### src/rtl/sha256_pkg.sv
// rtl/sha256_pkg.sv - shared SHA-256 sizes, initial hash value and padder state encoding
package sha256_pkg;

  localparam int WORDSIZE  = 32;
  localparam int BLOCKSIZE = 512;
  localparam int HASHSIZE  = 256;

  localparam logic [HASHSIZE-1:0] SHA256_IV =
    256'h6a09e667_bb67ae85_3c6ef372_a54ff53a_510e527f_9b05688c_1f83d9ab_5be0cd19;

  // ST_FILL/ST_PADBLK/ST_DONE double as the "what follows this block" marker
  typedef enum logic [2:0] {
    ST_FILL   = 3'd0,
    ST_ISSUE  = 3'd1,
    ST_WAIT   = 3'd2,
    ST_PADBLK = 3'd3,
    ST_DONE   = 3'd4
  } pad_state_t;

endpackage

### src/rtl/sha256_msg_padder.sv
// rtl/sha256_msg_padder.sv - byte-stream to padded 512-bit block feeder with hash chaining
module sha256_msg_padder
  import sha256_pkg::*;
#(
  parameter logic [HASHSIZE-1:0] IV       = SHA256_IV,
  parameter int                  LEN_BITS = 64
) (
  input  logic                 clk,
  input  logic                 rst,
  input  logic [7:0]           s_data,
  input  logic                 s_valid,
  input  logic                 s_last,
  output logic                 s_ready,
  output logic [BLOCKSIZE-1:0] block,
  output logic                 block_valid,
  output logic [HASHSIZE-1:0]  prev_hash,
  input  logic                 core_ready,
  input  logic [HASHSIZE-1:0]  hash,
  input  logic                 hash_valid,
  output logic [HASHSIZE-1:0]  digest,
  output logic                 digest_valid,
  input  logic                 digest_ready
);

  pad_state_t           state_q, state_d;
  pad_state_t           after_q;    // where to go once the current block is hashed
  logic                 pad80_q;    // pad block must start with 0x80 (message ended on a full block)
  logic [5:0]           idx_q;
  logic [LEN_BITS-1:0]  count_q;    // message byte count; bit length is count*8
  logic [BLOCKSIZE-1:0] blk_q;
  logic [HASHSIZE-1:0]  chain_q;
  logic [HASHSIZE-1:0]  digest_q;

  logic [LEN_BITS-1:0]  count_inc;
  logic [LEN_BITS-1:0]  bits_inc;
  logic [LEN_BITS-1:0]  bits_cur;
  logic [63:0]          len_fill;
  logic [63:0]          len_cur;
  logic [6:0]           n_bytes;
  logic [BLOCKSIZE-1:0] fill_blk;

  assign count_inc = count_q + LEN_BITS'(1);
  assign bits_inc  = count_inc << 3;
  assign bits_cur  = count_q << 3;
  assign len_fill  = 64'(bits_inc);
  assign len_cur   = 64'(bits_cur);
  assign n_bytes   = {1'b0, idx_q} + 7'd1;

  assign block     = blk_q;
  assign prev_hash = chain_q;
  assign digest    = digest_q;

  // State register
  always_ff @(posedge clk or posedge rst) begin
    if (rst) state_q <= ST_FILL;
    else     state_q <= state_d;
  end

  // Next-state and handshake outputs, all decoded from the current state
  always_comb begin
    state_d      = state_q;
    s_ready      = 1'b0;
    block_valid  = 1'b0;
    digest_valid = 1'b0;
    case (state_q)
      ST_FILL: begin
        s_ready = 1'b1;
        if (s_valid && (s_last || idx_q == 6'd63)) state_d = ST_ISSUE;
      end
      ST_ISSUE: begin
        block_valid = 1'b1;
        if (core_ready) state_d = ST_WAIT;
      end
      ST_WAIT: begin
        if (hash_valid) state_d = after_q;
      end
      ST_PADBLK: state_d = ST_ISSUE;
      ST_DONE: begin
        digest_valid = 1'b1;
        if (digest_ready) state_d = ST_FILL;
      end
      default: state_d = ST_FILL;
    endcase
  end

  // Byte-lane write of the incoming byte plus in-block padding when it is the last one;
  // lanes beyond the byte are already zero because the buffer is cleared per block
  always_comb begin
    fill_blk = blk_q;
    fill_blk[511 - 8*int'(idx_q) -: 8] = s_data;
    if (s_last) begin
      if (n_bytes < 7'd64)  fill_blk[511 - 8*int'(n_bytes) -: 8] = 8'h80;
      if (n_bytes <= 7'd55) fill_blk[63:0] = len_fill;
    end
  end

  // Block buffer, byte index, byte count and follow-on bookkeeping
  always_ff @(posedge clk or posedge rst) begin
    if (rst) begin
      blk_q   <= '0;
      idx_q   <= '0;
      count_q <= '0;
      after_q <= ST_FILL;
      pad80_q <= 1'b0;
    end else begin
      case (state_q)
        ST_FILL: begin
          if (s_valid) begin
            blk_q   <= fill_blk;
            idx_q   <= idx_q + 6'd1;
            count_q <= count_inc;
            if (s_last) begin
              after_q <= (n_bytes <= 7'd55) ? ST_DONE : ST_PADBLK;
              pad80_q <= (n_bytes == 7'd64);
            end else begin
              after_q <= ST_FILL;
              pad80_q <= 1'b0;
            end
          end
        end
        ST_WAIT: begin
          if (hash_valid) begin
            blk_q <= '0;
            idx_q <= '0;
          end
        end
        ST_PADBLK: begin
          blk_q   <= {(pad80_q ? 8'h80 : 8'h00), 440'b0, len_cur};
          after_q <= ST_DONE;
        end
        ST_DONE: begin
          if (digest_ready) count_q <= '0;
        end
        default: ;
      endcase
    end
  end

  // Chaining value and final digest capture
  always_ff @(posedge clk or posedge rst) begin
    if (rst) begin
      chain_q  <= IV;
      digest_q <= '0;
    end else if (state_q == ST_WAIT && hash_valid) begin
      chain_q <= hash;
      if (after_q == ST_DONE) digest_q <= hash;
    end else if (state_q == ST_DONE && digest_ready) begin
      chain_q <= IV;
    end
  end

endmodule

### config.mk
export PLATFORM = sky130hd
export DESIGN_NAME = sha256_msg_padder
export DESIGN_NICKNAME = d
export VERILOG_FILES = /design/src/rtl/sha256_pkg.sv /design/src/rtl/sha256_msg_padder.sv
export SDC_FILE = /design/constraint.sdc
export NUM_CORES = 2
export LEC_CHECK = 0
export BUFFER_PORTS_ARGS = -buffer_cell sky130_fd_sc_hd__clkbuf_2
export CAP_MARGIN = 20
export CORE_AREA = 2 2 510 512
export CTS_CLUSTER_DIAMETER = 150
export DETAILED_ROUTE_END_ITERATION = 8
export DIE_AREA = 0 0 512 514
export PLACE_DENSITY = 0.34
export SLEW_MARGIN = 20
export SYNTH_ARGS = -nofsm -noshare
export SYNTH_HDL_FRONTEND = slang
export SYNTH_SLANG_ARGS = --single-unit
### constraint.sdc
create_clock -name clk -period 44.5 [get_ports clk]
set_clock_uncertainty 0.05 [all_clocks]
set_input_delay 8.9 -clock clk [delete_from_list [all_inputs] [get_ports clk]]
set_output_delay 8.9 -clock clk [all_outputs]
set_load 0.02 [all_outputs]
==> metrics.log <==
INFO  metric global_route.usage.total = 21.0%
INFO  metric report.final.hold_viol_count = 0
INFO  metric final_cell_area = 62400 µm²
INFO  metric fin_crit_sh = 27.0%
INFO  metric fin_crit = 12.01 ns
INFO  metric largest_net_degree_at_the_start_of_global_routing = 130
INFO  metric post-route-worst-setup-slack = 32.49 ns
INFO  metric syn_to_final_growth = 32.7%
INFO  metric worstHoldPathType = flip-flop to flip-flop
INFO  metric clock_latency = 0.83 ns
INFO  metric mostFrequentLayoutCell = clkbuf_2
INFO  metric cts_max_path_buffers = 3
INFO  metric postSynthNetCount = 4635
INFO  metric standard_cell_rows = 187
INFO  metric grt_pass1_wl = 385000 µm
INFO  metric dieArea = 263000 µm²
INFO  metric num_vias = 41957
INFO  metric tritoncts_clock_tree = yes
INFO  metric result_of_the_run = finished, final reports clean
INFO  metric die_h = 514 µm
INFO  metric synth-edff-count = 0
INFO  metric setup-violations-final = 0
INFO  metric die_width = 512 µm
INFO  metric pre_cts_slack = 31.40 ns
INFO  metric crit_type = input pin to asynchronous set/reset pin
INFO  metric synth_area = 47000 µm²
INFO  metric drt-initial-drc-count = 3148
INFO  metric timing.fmax = 0.0832 GHz
INFO  metric cts.reportedPaths.clkPinSlew = 0.06 ns
INFO  metric cts_inserted_buffers = 144
INFO  metric initial_cell_density_of_the_core = 18.2%
INFO  metric worst_ir_drop_vdd = 0.0358 mV
INFO  metric cap_viol_max_count = 0
INFO  metric h_tree_depth = 4
INFO  metric ys_warn_count = 0
INFO  metric async_flop_share = 100%
INFO  metric number_of_global_route_vias_before_repair = 42511
INFO  metric detail_route.vias_per_cell = 4.59
INFO  metric static-leakage-power = 28.3 nW
INFO  metric wire_per_inst = 31.2 µm
INFO  metric main_synth_ff_type = dfrtp_1
INFO  metric rsz0062_at_grt = no
INFO  metric antenna_violating_nets_post_route = 0
INFO  metric ctsRootBufferMaster = clkbuf_16
INFO  metric power.density = 68.0 nW/µm²
INFO  metric design.final.nets = 5888
INFO  metric placement.io_buffers = 1297
INFO  metric start_kind = input pin
INFO  metric worstMarginPinSlew = 1.15 ns
INFO  metric yosysSeqAreaShare = 58.8%
INFO  metric synthDistinctLibCells = 87
INFO  metric syn_area_per_cell = 10.8 µm²
INFO  metric routed_wirelength = 286000 µm
INFO  metric dpl-instance-area = 57500 µm²
INFO  metric critPathRequiredTime = 45.21 ns
INFO  metric synthCells = 4357
INFO  metric cts-resized-gates = 0
INFO  metric routabilityCongestion = 0.839
INFO  metric final_util = 24.2%
INFO  metric cts_setup_buffers = 0
INFO  metric critical_path_fanout_max = 106
INFO  metric ctsHoldBuffers = 0
INFO  metric worst_setup_path_end_kind = asynchronous set/reset pin
INFO  metric setup_tns = 0 ns
INFO  metric design.portCount = 1298
INFO  metric mostFrequentLayoutCells = 1297 x clkbuf_2, 961 x dfrtp_1, 702 x nand2_1
INFO  metric timing.slew.headroom = 22.4%
INFO  metric drc_errors = 0
INFO  metric post_route_cells_drive_above_1_share = 36.4%
INFO  metric grt_antenna_before_repair = 33
INFO  metric drt_pass1_iterations = 5
INFO  metric slew_viol_final = 0
INFO  metric crit_arrival = 12.72 ns
INFO  metric core_region_area = 258000 µm²
INFO  metric yosys_register_bits = 1097
INFO  metric clock_sink_count = 1097
INFO  metric post-layout-total-power = 4.24 mW
INFO  metric dpl.hpwl = 218000 µm
INFO  metric gr-total-overflow = 0
-- cells in the mapped netlist (6+ instances only) --
master | number | area, µm²
o31ai_1 | 28 | 210
clkbuf_1 | 225 | 845
o311ai_0 | 7 | 61.3
dfstp_2 | 136 | 3570
inv_1 | 15 | 56.3
o22a_1 | 142 | 1240
and4_1 | 7 | 61.3
and3_1 | 34 | 213
a31oi_1 | 8 | 50.1
nor2_2 | 7 | 43.8
o22ai_1 | 42 | 263
a22oi_1 | 39 | 293
buf_1 | 17 | 63.8
nand2b_1 | 12 | 75.1
o21ai_1 | 54 | 270
a222oi_1 | 9 | 90.1
nor3_1 | 42 | 210
xor2_1 | 30 | 263
nor3_2 | 6 | 60.1
nand4_1 | 20 | 125
mux2_2 | 260 | 2930
nor3b_1 | 6 | 45.0
nor2b_1 | 20 | 125
a2111oi_0 | 7 | 61.3
a21oi_1 | 337 | 1690
a211oi_1 | 13 | 97.6
xnor2_1 | 29 | 254
a22o_1 | 140 | 1230
buf_2 | 33 | 165
a32o_1 | 33 | 330
ha_1 | 7 | 87.6
o2bb2ai_1 | 29 | 254
dfrtp_1 | 961 | 24000
nand2_2 | 6 | 37.5
o211ai_1 | 8 | 60.1
mux2i_1 | 45 | 450
nor2_1 | 250 | 938
nand2_1 | 709 | 2660
nand3_1 | 82 | 410
o21ai_0 | 372 | 1860
or3_1 | 6 | 37.5
and2_1 | 22 | 138
a221o_1 | 13 | 130
-- power breakdown --
group / switching (mW) / internal (mW)
Combinational: 1.14 / 0.434
Clock: 0.516 / 0.703
Sequential: 0.163 / 1.29
-- final cells by class --
| cell class | instances | area, µm² |
|---|---|---|
| fillers | 28005 | 196000 |
| well taps | 3402 | 4260 |
| repair buffers | 1389 | 7250 |
| inverters | 15 | 63.8 |
| diodes | 10 | 25.0 |
| clock buffers | 213 | 4150 |
| multi-input cells | 2963 | 18300 |
| clock inverters | 50 | 718 |
| flip-flops and latches | 1097 | 27600 |
-- through the flow --
stage,std cells,hold slack [ns]
floorplan,4357,0.400
global placement,8863,0.416
detailed placement,8865,0.421
CTS,9128,0.434
global route,9133,0.451
finish,9139,0.428
-- metal layers --
metal / up-vias / GRT usage [%] / share of wire [%]
li1: 18253 / - / -
met1: 21792 / 25.5 / 41
met2: 1581 / 35.8 / 49
met3: 321 / 5.74 / 6.9
met4: 10 / 7.02 / 3.5
met5: - / 0 / 0.022
-- flip-flops by register name, indices dropped and copies added (netlist names) --
register,cells
after_q,2
digest,256
state_q,3
block,512
prev_hash,256
idx_q,6
pad80_q,1
count_q,61
-- kinds of logic (layout without fill, tap and decap cells) --
family	Yosys count	count (layout)	synth area share (%)
compound gates	1322	1322	18.2
simple gates	1270	1270	12.0
flops	1097	1097	58.8
mux	305	305	7.19
buf+inv	297	1667	2.53
xor+xnor	59	59	1.10
fa+ha+maj	7	7	0.186
other cells	0	10	0
-- worst max-delay path, stage by stage --
cell      delay [ns]
clkbuf_2        0.12
inv_8           0.57
buf_4           0.79
buf_4           0.68
buf_4           0.58
buf_4           0.87
-- final timing paths --
kind / start / end / slack (ns) / cells after the start
min: block[381] / block[381] / 0.43 / 2
min reg2reg: block[381] / block[381] / 0.43 / 2
min in group asynchronous: rst / digest[97] / 8.19 / 2
max: rst / prev_hash[195] / 32.49 / 6
max reg2reg: idx_q[0] / block[59] / 39.82 / 10
max in group clk: hash_valid / digest[202] / 32.97 / 8
Power figures use the tool's default switching activity.
